--- src/rtl/timer_bus_arbiter.sv ---
// timer_bus_arbiter
//   Shares the 8-bit timer register port between two requesters:
//     r0 = AVR host bridge
//     r1 = on-chip sequencer
//   Supports narrow (one byte) and atomic wide (two byte) transfers. A wide
//   transfer keeps the port for both bytes, so a 16-bit reload or latch
//   access is never split by the other requester.
//
//   Optional build macro TIMER_ARB_ATOMIC_LATCH_EN:
//     A wide read of the counter pair (addr[2:1] == 00) first strobes the
//     DOLATCH register (address 6). It then reads the latched copy at 4/5.
//     This adds one cycle of latency.
//
// Ports
//   clk, reset              system clock; asynchronous active-high reset
//   rN_req                  request, held as a level
//   rN_we                   1 = write, 0 = read
//   rN_wide                 1 = 16-bit transfer, 0 = 8-bit
//   rN_addr                 timer register address
//   rN_wdata                write data; a narrow transfer uses [7:0]
//   rN_gnt                  one-cycle pulse when the command is latched
//   rN_done                 one-cycle pulse when the transfer completes
//   rdata                   result of the last read transfer
//   t_a, t_d, t_wdstb       registered timer address, write data, write strobe
//   t_O                     timer read data (combinational from t_a)
module timer_bus_arbiter #(
  parameter int PRIO_FIXED = 0
) (
  input  logic        clk,
  input  logic        reset,
  input  logic        r0_req,
  input  logic        r0_we,
  input  logic        r0_wide,
  input  logic [2:0]  r0_addr,
  input  logic [15:0] r0_wdata,
  output logic        r0_gnt,
  output logic        r0_done,
  input  logic        r1_req,
  input  logic        r1_we,
  input  logic        r1_wide,
  input  logic [2:0]  r1_addr,
  input  logic [15:0] r1_wdata,
  output logic        r1_gnt,
  output logic        r1_done,
  output logic [15:0] rdata,
  output logic [2:0]  t_a,
  output logic [7:0]  t_d,
  output logic        t_wdstb,
  input  logic [7:0]  t_O
);

  localparam logic [2:0] ST_IDLE  = 3'd0;
  localparam logic [2:0] ST_LO    = 3'd1;
  localparam logic [2:0] ST_HI    = 3'd2;
  localparam logic [2:0] ST_DONE  = 3'd3;
`ifdef TIMER_ARB_ATOMIC_LATCH_EN
  localparam logic [2:0] ST_LATCH = 3'd4;
`endif

  logic [2:0]  state_q, state_d;
  logic        owner_q, owner_d;
  logic        we_q, we_d;
  logic        wide_q, wide_d;
  logic [2:0]  addr_q, addr_d;
  logic [15:0] wdata_q, wdata_d;
  logic        last_q, last_d;     // requester served most recently
  logic        gnt0_q, gnt0_d, gnt1_q, gnt1_d;
  logic        done0_q, done0_d, done1_q, done1_d;
  logic [15:0] rdata_q, rdata_d;
  logic [2:0]  t_a_q, t_a_d;
  logic [7:0]  t_d_q, t_d_d;
  logic        t_wdstb_q, t_wdstb_d;

  // State and latched-command update
  always_comb begin : next_state
    logic pick;
    pick    = 1'b0;
    state_d = state_q;
    owner_d = owner_q;
    we_d    = we_q;
    wide_d  = wide_q;
    addr_d  = addr_q;
    wdata_d = wdata_q;
    last_d  = last_q;
    rdata_d = rdata_q;
    case (state_q)
      ST_IDLE: begin
        if (r0_req || r1_req) begin
          // On a tie, round-robin gives the port to whoever was not served last
          if (r0_req && r1_req) pick = (PRIO_FIXED != 0) ? 1'b0 : ~last_q;
          else                  pick = r1_req;
          owner_d = pick;
          we_d    = pick ? r1_we    : r0_we;
          wide_d  = pick ? r1_wide  : r0_wide;
          addr_d  = pick ? r1_addr  : r0_addr;
          wdata_d = pick ? r1_wdata : r0_wdata;
          state_d = ST_LO;
`ifdef TIMER_ARB_ATOMIC_LATCH_EN
          if (wide_d && !we_d && (addr_d[2:1] == 2'b00)) state_d = ST_LATCH;
`endif
        end
      end
`ifdef TIMER_ARB_ATOMIC_LATCH_EN
      ST_LATCH: state_d = ST_LO;
`endif
      ST_LO: begin
        if (!we_q) begin
          rdata_d[7:0] = t_O;
          if (!wide_q) rdata_d[15:8] = 8'h00;
        end
        state_d = wide_q ? ST_HI : ST_DONE;
      end
      ST_HI: begin
        if (!we_q) rdata_d[15:8] = t_O;
        state_d = ST_DONE;
      end
      ST_DONE: begin
        last_d  = owner_q;
        state_d = ST_IDLE;
      end
      default: state_d = ST_IDLE;
    endcase
  end

  // Port outputs are registered, so they are decoded from the state being
  // entered and the command that will be held there.
  always_comb begin : next_outputs
    logic [1:0] pair;
    pair = addr_d[2:1];
`ifdef TIMER_ARB_ATOMIC_LATCH_EN
    // A latched counter read takes its bytes from the latch copy at 4/5
    if (wide_d && !we_d && (addr_d[2:1] == 2'b00)) pair = 2'b10;
`endif
    t_a_d     = 3'd0;
    t_d_d     = 8'h00;
    t_wdstb_d = 1'b0;
    gnt0_d    = (state_q == ST_IDLE) && (state_d != ST_IDLE) && !owner_d;
    gnt1_d    = (state_q == ST_IDLE) && (state_d != ST_IDLE) &&  owner_d;
    done0_d   = (state_d == ST_DONE) && !owner_d;
    done1_d   = (state_d == ST_DONE) &&  owner_d;
    case (state_d)
`ifdef TIMER_ARB_ATOMIC_LATCH_EN
      ST_LATCH: begin
        t_a_d     = 3'd6;
        t_wdstb_d = 1'b1;
      end
`endif
      ST_LO: begin
        t_a_d = wide_d ? {pair, 1'b0} : addr_d;
        if (we_d) begin
          t_d_d     = wdata_d[7:0];
          t_wdstb_d = 1'b1;
        end
      end
      ST_HI: begin
        t_a_d = {pair, 1'b1};
        if (we_d) begin
          t_d_d     = wdata_d[15:8];
          t_wdstb_d = 1'b1;
        end
      end
      default: ;
    endcase
  end

  always_ff @(posedge clk or posedge reset) begin
    if (reset) begin
      state_q   <= ST_IDLE;
      owner_q   <= 1'b0;
      we_q      <= 1'b0;
      wide_q    <= 1'b0;
      addr_q    <= 3'd0;
      wdata_q   <= 16'h0000;
      last_q    <= 1'b1;       // r0 wins the first tie
      gnt0_q    <= 1'b0;
      gnt1_q    <= 1'b0;
      done0_q   <= 1'b0;
      done1_q   <= 1'b0;
      rdata_q   <= 16'h0000;
      t_a_q     <= 3'd0;
      t_d_q     <= 8'h00;
      t_wdstb_q <= 1'b0;
    end else begin
      state_q   <= state_d;
      owner_q   <= owner_d;
      we_q      <= we_d;
      wide_q    <= wide_d;
      addr_q    <= addr_d;
      wdata_q   <= wdata_d;
      last_q    <= last_d;
      gnt0_q    <= gnt0_d;
      gnt1_q    <= gnt1_d;
      done0_q   <= done0_d;
      done1_q   <= done1_d;
      rdata_q   <= rdata_d;
      t_a_q     <= t_a_d;
      t_d_q     <= t_d_d;
      t_wdstb_q <= t_wdstb_d;
    end
  end

  assign r0_gnt  = gnt0_q;
  assign r1_gnt  = gnt1_q;
  assign r0_done = done0_q;
  assign r1_done = done1_q;
  assign rdata   = rdata_q;
  assign t_a     = t_a_q;
  assign t_d     = t_d_q;
  assign t_wdstb = t_wdstb_q;

endmodule

--- config.mk ---
export PLATFORM = sky130hd
export DESIGN_NAME = timer_bus_arbiter
export DESIGN_NICKNAME = d
export VERILOG_FILES = /design/src/rtl/timer_bus_arbiter.sv
export SDC_FILE = /design/constraint.sdc
export NUM_CORES = 1
export LEC_CHECK = 0
export BUFFER_PORTS_ARGS = -buffer_cell sky130_fd_sc_hd__buf_2
export CAP_MARGIN = 20
export CORE_ASPECT_RATIO = 1.2
export CORE_UTILIZATION = 30
export DETAILED_ROUTE_END_ITERATION = 7
export PLACE_DENSITY = 0.65
export SYNTH_ARGS = -nofsm -noshare
export SYNTH_HDL_FRONTEND = slang
export SYNTH_SLANG_ARGS = --single-unit
--- constraint.sdc ---
create_clock -name clk -period 2.18 [get_ports clk]
set_input_delay 0.436 -clock clk [delete_from_list [all_inputs] [get_ports clk]]
set_output_delay 0.436 -clock clk [all_outputs]
set_load 0.01 [all_outputs]
==> metrics.txt, run 1 <==
# TYPE chip_impl_metric gauge
chip_impl_info{name="path_class",value="reg -> reg"} 1
chip_impl_metric{name="core_region_area",unit="sq um"} 7320
chip_impl_info{name="critical_path.startpoint_type",value="flop"} 1
chip_impl_metric{name="place_worst_setup_slack",unit="ns"} 0.428
chip_impl_metric{name="grt_antenna_before_repair",unit=""} 0
chip_impl_metric{name="post_cts_buffers",unit=""} 0
chip_impl_metric{name="synth_enable_flop_cells",unit=""} 0
chip_impl_metric{name="gr-total-overflow",unit=""} 0
chip_impl_metric{name="vias",unit=""} 1674
chip_impl_metric{name="clock_sink_count",unit=""} 49
chip_impl_metric{name="gp_routability_congestion",unit=""} 0.764
chip_impl_metric{name="path_max_fanout",unit=""} 8
chip_impl_metric{name="avgViaCountPerCell",unit=""} 4.69
chip_impl_info{name="critPathTopFamily",value="simple AND/OR/NAND/NOR gates"} 1
chip_impl_metric{name="drv_cap",unit=""} 0
chip_impl_info{name="path_cells",value="nand2b_1 > nor3_4 > mux2_2"} 1
chip_impl_metric{name="max_slew.worst_pin.slew",unit="ns"} 0.689
chip_impl_metric{name="mappedNetlistArea",unit="sq um"} 2280
chip_impl_metric{name="power.leakage",unit="nW"} 1.48
chip_impl_metric{name="clkTransAtPathRegs",unit="ns"} 0.09
chip_impl_metric{name="netlist_instances",unit=""} 182
chip_impl_metric{name="final_ws_setup",unit="ns"} 0.575
chip_impl_metric{name="final.setup_skew",unit="ns"} 0.0109
chip_impl_metric{name="vias_in_the_first_global_route",unit=""} 1709
chip_impl_metric{name="cts_buffers",unit=""} 5
chip_impl_metric{name="io_buffers",unit=""} 85
chip_impl_metric{name="die_w",unit="um"} 81.5
chip_impl_metric{name="remaining_drc_errors",unit=""} 0
chip_impl_metric{name="critPathBufInv",unit=""} 0
chip_impl_metric{name="grt_start_max_net_pins",unit=""} 28
chip_impl_metric{name="async_flop_share",unit="%"} 100
chip_impl_metric{name="postPlaceCellArea",unit="sq um"} 2760
chip_impl_metric{name="initial_utilization",unit="%"} 31.1
chip_impl_metric{name="number_of_nets_with_antenna_violations_after_routing",unit=""} 0
chip_impl_metric{name="dp_hpwl",unit="um"} 3850
chip_impl_metric{name="tns",unit="ns"} 0
chip_impl_metric{name="synth_fp_nets",unit=""} 236
chip_impl_metric{name="fmaxAchievable",unit="MHz"} 623
chip_impl_info{name="hold_class",value="in -> async"} 1
chip_impl_metric{name="final_number_of_max_transition_violations",unit=""} 0
chip_impl_info{name="outcome",value="finished clean"} 1
chip_impl_info{name="synth.most_common_cell",value="sky130_fd_sc_hd__dfrtp_1"} 1
chip_impl_metric{name="post_route_cells_drive_above_1_share",unit="%"} 43.8
chip_impl_metric{name="area.growth.synth_to_final",unit="%"} 25.0
chip_impl_metric{name="ant_diodes",unit=""} 0
chip_impl_metric{name="design.portCount",unit=""} 86
chip_impl_metric{name="timing_hold_violations_final",unit=""} 0
chip_impl_metric{name="power",unit="W"} 0.00313
chip_impl_metric{name="design.die.area",unit="sq um"} 7940
chip_impl_metric{name="clock_insertion_delay_worst_skew",unit="ns"} 0.30
chip_impl_metric{name="row_count",unit=""} 34
chip_impl_info{name="setup.worst_path.end_class",value="flop"} 1
chip_impl_info{name="synthTopCellsByArea",value="sky130_fd_sc_hd__dfrtp_1, sky130_fd_sc_hd__mux2i_1, sky130_fd_sc_hd__a22o_1, sky130_fd_sc_hd__mux2_2, sky130_fd_sc_hd__nand2_1"} 1
chip_impl_metric{name="drt-wirelength-per-cell",unit="um"} 14.3
chip_impl_metric{name="timing.slew.headroom",unit="%"} 53.6
chip_impl_metric{name="drt_iter0_markers",unit=""} 107
chip_impl_info{name="netlist.top_cell.by_area",value="sky130_fd_sc_hd__dfrtp_1"} 1
chip_impl_info{name="tritoncts",value="built"} 1
chip_impl_metric{name="powerDensity",unit="nW/um^2"} 1100
chip_impl_metric{name="postRouteWirelength",unit="um"} 5110
chip_impl_metric{name="gr-usage-all-layers",unit="%"} 13.6
chip_impl_info{name="synthTopCellsByCount",value="sky130_fd_sc_hd__dfrtp_1, sky130_fd_sc_hd__mux2i_1, sky130_fd_sc_hd__nand2_1"} 1
chip_impl_metric{name="final_setup_violating_endpoints",unit=""} 0
chip_impl_info{name="timing.critical_path.slowest_stage_cell",value="sky130_fd_sc_hd__dfrtp_1"} 1
chip_impl_metric{name="timing.final.crit_period",unit="ns"} 1.61
chip_impl_metric{name="cts_max_path_buffers",unit=""} 2
chip_impl_metric{name="cts-htree-levels",unit=""} 2
chip_impl_metric{name="fraction_of_synthesized_cell_area_taken_by_the_top_area_cell_type",unit="%"} 52.8
chip_impl_metric{name="postSynthAreaPerCell",unit="sq um"} 12.5
chip_impl_metric{name="proportion_of_synthesized_chip_area_in_sequential_cells",unit="%"} 53.9
chip_impl_info{name="clock-root-buffer",value="sky130_fd_sc_hd__clkbuf_8"} 1
chip_impl_metric{name="multi_input_area",unit="sq um"} 935
chip_impl_metric{name="post-route-cell-area",unit="sq um"} 2840
chip_impl_metric{name="dr.pass1.iters",unit=""} 4
chip_impl_metric{name="nFillCells",unit=""} 739
chip_impl_metric{name="vdd_ir_max",unit="mV"} 0.355
chip_impl_metric{name="seqCellArea",unit="sq um"} 1230
chip_impl_metric{name="cp_data_arrival_time",unit="ns"} 1.79
chip_impl_metric{name="die_y",unit="um"} 97.4
chip_impl_metric{name="cts.hold.buffers_added",unit=""} 0
chip_impl_metric{name="ys_warn_count",unit=""} 0
chip_impl_metric{name="timing.critical_path.required",unit="ns"} 2.36
chip_impl_info{name="postSynth.topFlopCell",value="sky130_fd_sc_hd__dfrtp_1"} 1
chip_impl_metric{name="synth_seq_cells",unit=""} 49
chip_impl_metric{name="finish.net_count",unit=""} 320
chip_impl_metric{name="post_cts.resized_instances",unit=""} 0
chip_impl_metric{name="grt_pass1_wl",unit="um"} 8250
chip_impl_metric{name="period_share",unit="%"} 73.6
chip_impl_info{name="rsz0062_at_grt",value="false"} 1
chip_impl_metric{name="synth_cell_types",unit=""} 33
chip_impl_metric{name="worst_path_largest_cell_delay",unit="ns"} 0.49
## kinds of logic after synthesis
kind of cell | synth area share [%]
compound gates | 12.9
buf+inv | 5.00
flops | 53.9
mux | 15.6
other cells | 0.165
simple gates | 12.4
## final cells by class
class / instances / area share [%]
multi-input cells: 116 / 32.9
clock inverters: 2 / 0.352
well taps: 90 / 3.96
clock buffers: 6 / 2.55
flip-flops and latches: 49 / 43.2
repair buffers: 89 / 16.5
inverters: 5 / 0.660
## final timing paths
kind | start | slack, ns | cells after the start | to
worst min register to register | addr_q[2] | 0.50 | 2 | t_a[2]
worst min-delay path | reset | 0.16 | 2 | t_d[1]
min in group clk | t_O[5] | 0.36 | 2 | rdata[13]
worst max register to register | state_q[1] | 0.57 | 3 | rdata[1]
max in group asynchronous | reset | 1.48 | 3 | r1_done
worst max-delay path | state_q[1] | 0.57 | 3 | rdata[1]
## state kept, by name, indices dropped and copies added, names as in the netlist
signal / count
rdata: 16
t_d: 8
wdata_q: 8
state_q: 3
t_a: 3
addr_q: 2
last_q: 1
owner_q: 1
r0_done: 1
r0_gnt: 1
r1_done: 1
r1_gnt: 1
t_wdstb: 1
we_q: 1
wide_q: 1
## metal layers
| layer | up-vias | GRT usage [%] | wire [um] |
|---|---|---|---|
| li1 | 801 | - | - |
| met1 | 812 | 17.8 | 2170 |
| met2 | 47 | 21.3 | 2520 |
| met3 | 14 | 2.72 | 244 |
| met4 | 0 | 6.32 | 172 |
| met5 | - | 0 | 0 |
## layout by cell type (no fill, tap or decap), types with 2 or more instances in the layout
| cell | instances |
|---|---|
| sky130_fd_sc_hd__a21oi_1 | 2 |
| sky130_fd_sc_hd__a22o_1 | 16 |
| sky130_fd_sc_hd__a2bb2oi_1 | 8 |
| sky130_fd_sc_hd__buf_2 | 85 |
| sky130_fd_sc_hd__buf_4 | 3 |
| sky130_fd_sc_hd__clkbuf_8 | 5 |
| sky130_fd_sc_hd__clkinv_2 | 2 |
| sky130_fd_sc_hd__dfrtp_1 | 48 |
| sky130_fd_sc_hd__inv_1 | 4 |
| sky130_fd_sc_hd__mux2_2 | 11 |
| sky130_fd_sc_hd__mux2i_1 | 23 |
| sky130_fd_sc_hd__nand2_1 | 21 |
| sky130_fd_sc_hd__nand2b_1 | 6 |
| sky130_fd_sc_hd__nor2_1 | 3 |
| sky130_fd_sc_hd__nor3_2 | 2 |
| sky130_fd_sc_hd__o21ai_0 | 3 |
| sky130_fd_sc_hd__o21bai_1 | 2 |
| sky130_fd_sc_hd__or2b_1 | 6 |
## worst reg2reg max path, cell delays in order (launching register included)
cell	delay, ns
sky130_fd_sc_hd__dfrtp_1	0.49
sky130_fd_sc_hd__nand2b_1	0.24
sky130_fd_sc_hd__nor3_4	0.37
sky130_fd_sc_hd__mux2_2	0.39
## power by group
part	internal (W)	switching [W]	total (W)
Clock	0.000223	0.000286	0.000509
Combinational	0.000588	0.000527	0.00111
Sequential	0.00127	0.000235	0.00151
Total	0.00208	0.00105	0.00313
## per-stage QoR
step	hold WS [ns]	utilization [%]	instances
after CTS	0.183	38.9	357
final	0.164	38.9	357
after global routing	0.203	38.9	357
after global placement	0.463	37.7	349
after floorplan	0.450	-	182
after detailed placement	0.475	37.7	349
Note: power is estimated with default switching activity, not from simulation.
==> run 2, diff against run 1 <==
Settings changed: PLACE_DENSITY 0.65 to 0.67.
Clock period 2.18 ns to 1.4 ns, I/O delays scaled along.
==> run 2 against run 1 <==
The flow now finishes with violations (negative setup slack). Via count rose by 4.5%. Worst hold slack got worse by 0.14 ns. Clock-buffer cell count rose by 2. Final area rose by 11%. Power rose by 74%. Combinational power rose by 110%. Clock skew fell by 0.0061 ns. Clock power rose by 55%. First-iteration DRC count fell by 45%. Global-route usage rose by 0.61 points. Core utilization rose by 4.4 points. Critical endpoint is now wide_q. Largest power group unchanged.
==> metrics.txt, run 2 (same netlist as run 1, synthesis figures left out) <==
# TYPE chip_impl_metric gauge
chip_impl_metric{name="final.setup_skew",unit="ns"} 0.00473
chip_impl_metric{name="row_count",unit=""} 34
chip_impl_metric{name="area.growth.synth_to_final",unit="%"} 39.1
chip_impl_metric{name="number_of_nets_with_antenna_violations_after_routing",unit=""} 0
chip_impl_metric{name="gp_routability_congestion",unit=""} 0.718
chip_impl_metric{name="cp_data_arrival_time",unit="ns"} 1.61
chip_impl_metric{name="post_route_cells_drive_above_1_share",unit="%"} 51.9
chip_impl_metric{name="drt_iter0_markers",unit=""} 59
chip_impl_metric{name="ant_diodes",unit=""} 0
chip_impl_metric{name="dr.pass1.iters",unit=""} 4
chip_impl_metric{name="cts_max_path_buffers",unit=""} 2
chip_impl_metric{name="largest_reg_flops",unit=""} 16
chip_impl_metric{name="postRouteWirelength",unit="um"} 5390
chip_impl_info{name="path_class",value="reg -> reg"} 1
chip_impl_metric{name="grt_pass1_wl",unit="um"} 8510
chip_impl_metric{name="final_setup_violating_endpoints",unit=""} 4
chip_impl_metric{name="core_region_area",unit="sq um"} 7320
chip_impl_metric{name="timing.critical_path.required",unit="ns"} 1.59
chip_impl_info{name="layout_commonest_cell",value="sky130_fd_sc_hd__buf_2"} 1
chip_impl_info{name="globalRoute.busiestLayer",value="met2"} 1
chip_impl_info{name="setup.worst_path.end_class",value="flop"} 1
chip_impl_metric{name="grt_start_max_net_pins",unit=""} 50
chip_impl_metric{name="drv_cap",unit=""} 0
chip_impl_metric{name="vias",unit=""} 1750
chip_impl_metric{name="vdd_ir_max",unit="mV"} 0.575
chip_impl_metric{name="clock_sink_count",unit=""} 49
chip_impl_info{name="outcome",value="finished with violations"} 1
chip_impl_metric{name="drt-wirelength-per-cell",unit="um"} 14.3
chip_impl_info{name="tritoncts",value="built"} 1
chip_impl_metric{name="globalRouteMet2Util",unit="%"} 22.3
chip_impl_metric{name="vias_in_the_first_global_route",unit=""} 1751
chip_impl_metric{name="period_share",unit="%"} 101
chip_impl_metric{name="fmaxAchievable",unit="MHz"} 704
chip_impl_metric{name="timing.final.crit_period",unit="ns"} 1.42
chip_impl_metric{name="timing_hold_violations_final",unit=""} 0
chip_impl_metric{name="place_worst_setup_slack",unit="ns"} -0.0351
chip_impl_metric{name="design.die.area",unit="sq um"} 7940
chip_impl_info{name="timing.critical_path.slowest_stage_cell",value="sky130_fd_sc_hd__dfrtp_2"} 1
chip_impl_info{name="path_cells",value="nor3_4 > nor2b_4 > mux2_4"} 1
chip_impl_metric{name="grtUsageMet1",unit="%"} 19.0
chip_impl_metric{name="met3_usage",unit="%"} 3.10
chip_impl_metric{name="final_ws_setup",unit="ns"} -0.0198
chip_impl_metric{name="design.portCount",unit=""} 86
chip_impl_metric{name="power.leakage",unit="nW"} 1.61
chip_impl_metric{name="io_buffers",unit=""} 85
chip_impl_metric{name="remaining_drc_errors",unit=""} 0
chip_impl_metric{name="avgViaCountPerCell",unit=""} 4.64
chip_impl_metric{name="tns",unit="ns"} -0.0322
chip_impl_metric{name="die_w",unit="um"} 81.5
chip_impl_metric{name="gr-total-overflow",unit=""} 0
chip_impl_metric{name="path_max_fanout",unit=""} 4
chip_impl_metric{name="clkTransAtPathRegs",unit="ns"} 0.08
chip_impl_metric{name="powerDensity",unit="nW/um^2"} 1720
chip_impl_info{name="hold_class",value="in -> async"} 1
chip_impl_metric{name="cts-htree-levels",unit=""} 2
chip_impl_metric{name="cts_buffers",unit=""} 5
chip_impl_metric{name="gr-usage-all-layers",unit="%"} 14.3
chip_impl_info{name="clock-root-buffer",value="sky130_fd_sc_hd__clkbuf_8"} 1
chip_impl_metric{name="critPathBufInv",unit=""} 0
chip_impl_info{name="critical_path.startpoint_type",value="flop"} 1
chip_impl_info{name="violations",value="negative setup slack"} 1
chip_impl_metric{name="grt_antenna_before_repair",unit=""} 0
chip_impl_metric{name="finish.net_count",unit=""} 340
chip_impl_metric{name="clock_insertion_delay_worst_skew",unit="ns"} 0.30
chip_impl_metric{name="worst_path_largest_cell_delay",unit="ns"} 0.45
chip_impl_metric{name="final_number_of_max_transition_violations",unit=""} 0
chip_impl_metric{name="initial_utilization",unit="%"} 31.1
chip_impl_info{name="rsz0062_at_grt",value="true"} 1
chip_impl_info{name="critPathTopFamily",value="simple AND/OR/NAND/NOR gates"} 1
chip_impl_metric{name="dp_hpwl",unit="um"} 3840
chip_impl_info{name="layout_common_cells",value="sky130_fd_sc_hd__buf_2, sky130_fd_sc_hd__dfrtp_1, sky130_fd_sc_hd__mux2i_1"} 1
chip_impl_metric{name="die_y",unit="um"} 97.4
## run 2: cell types whose count changed in the layout (fill, tap and decap cells not counted), sizes merged
cell      delta
clkbuf       +4
and2         +1
clkinvlp     +1
inv          -1
buf         +17
clkinv       -2
## run 2: worst paths after layout
| path | startpoint | end | slack [ns] | cells after the start |
|---|---|---|---|---|
| worst min-delay path | reset | t_d[1] | 0.03 | 3 |
| worst min register to register | addr_q[1] | t_a[1] | 0.49 | 2 |
| worst max register to register | state_q[0] | wide_q | -0.02 | 3 |
| worst max-delay path | state_q[0] | wide_q | -0.02 | 3 |
| min in group clk | t_O[6] | rdata[14] | 0.21 | 2 |
| max in group asynchronous | reset | last_q | 1.09 | 3 |
## run 2: tightest hold or removal path, stage by stage
cell and delay [ns]:
sky130_fd_sc_hd__buf_2 0.11, sky130_fd_sc_hd__clkinvlp_4 0.07, sky130_fd_sc_hd__buf_12 0.24
## run 2: layout make-up
class / count / area [sq um]
clock buffers: 8 / 80.1
inverters: 5 / 22.5
flip-flops and latches: 49 / 1230
repair buffers: 108 / 687
fillers: 715 / 4150
well taps: 90 / 113
multi-input cells: 117 / 1030
## run 2: where the power goes
group | internal (W) | total [W] | switching, W
combinational | 0.00130 | 0.00229 | 0.000989
clock | 0.000356 | 0.000789 | 0.000433
sequential | 0.00199 | 0.00237 | 0.000378
## run 2: stage by stage
stage	total power [W]	hold WS [ns]	instances	util, %	instance area [sq um]
after floorplan	0.00353	0.316	182	-	2290
final	0.00544	0.0264	377	43.3	3170
after detailed placement	0.00432	0.366	358	39.3	2880
after global routing	0.00580	0.0530	377	43.3	3170
after CTS	0.00513	0.0374	367	40.6	2970
after global placement	0.00427	0.364	358	39.3	2880
## run 2: what timing repair did
| action | CTS | global route |
|---|---|---|
| hold buffers | 0 | 0 |
| gates resized for setup | 2 | 19 |
| setup buffers | 1 | 7 |
| pin swaps | 0 | 4 |
| endpoints found under the setup margin | 29 | 41 |
| cloned | 0 | 3 |
## run 2: metal layers
metal	part of all wire (%)	vias to the layer above
li1	-	847
met1	42	861
met2	52	35
met3	4.0	7
met4	1.9	0
met5	0	-
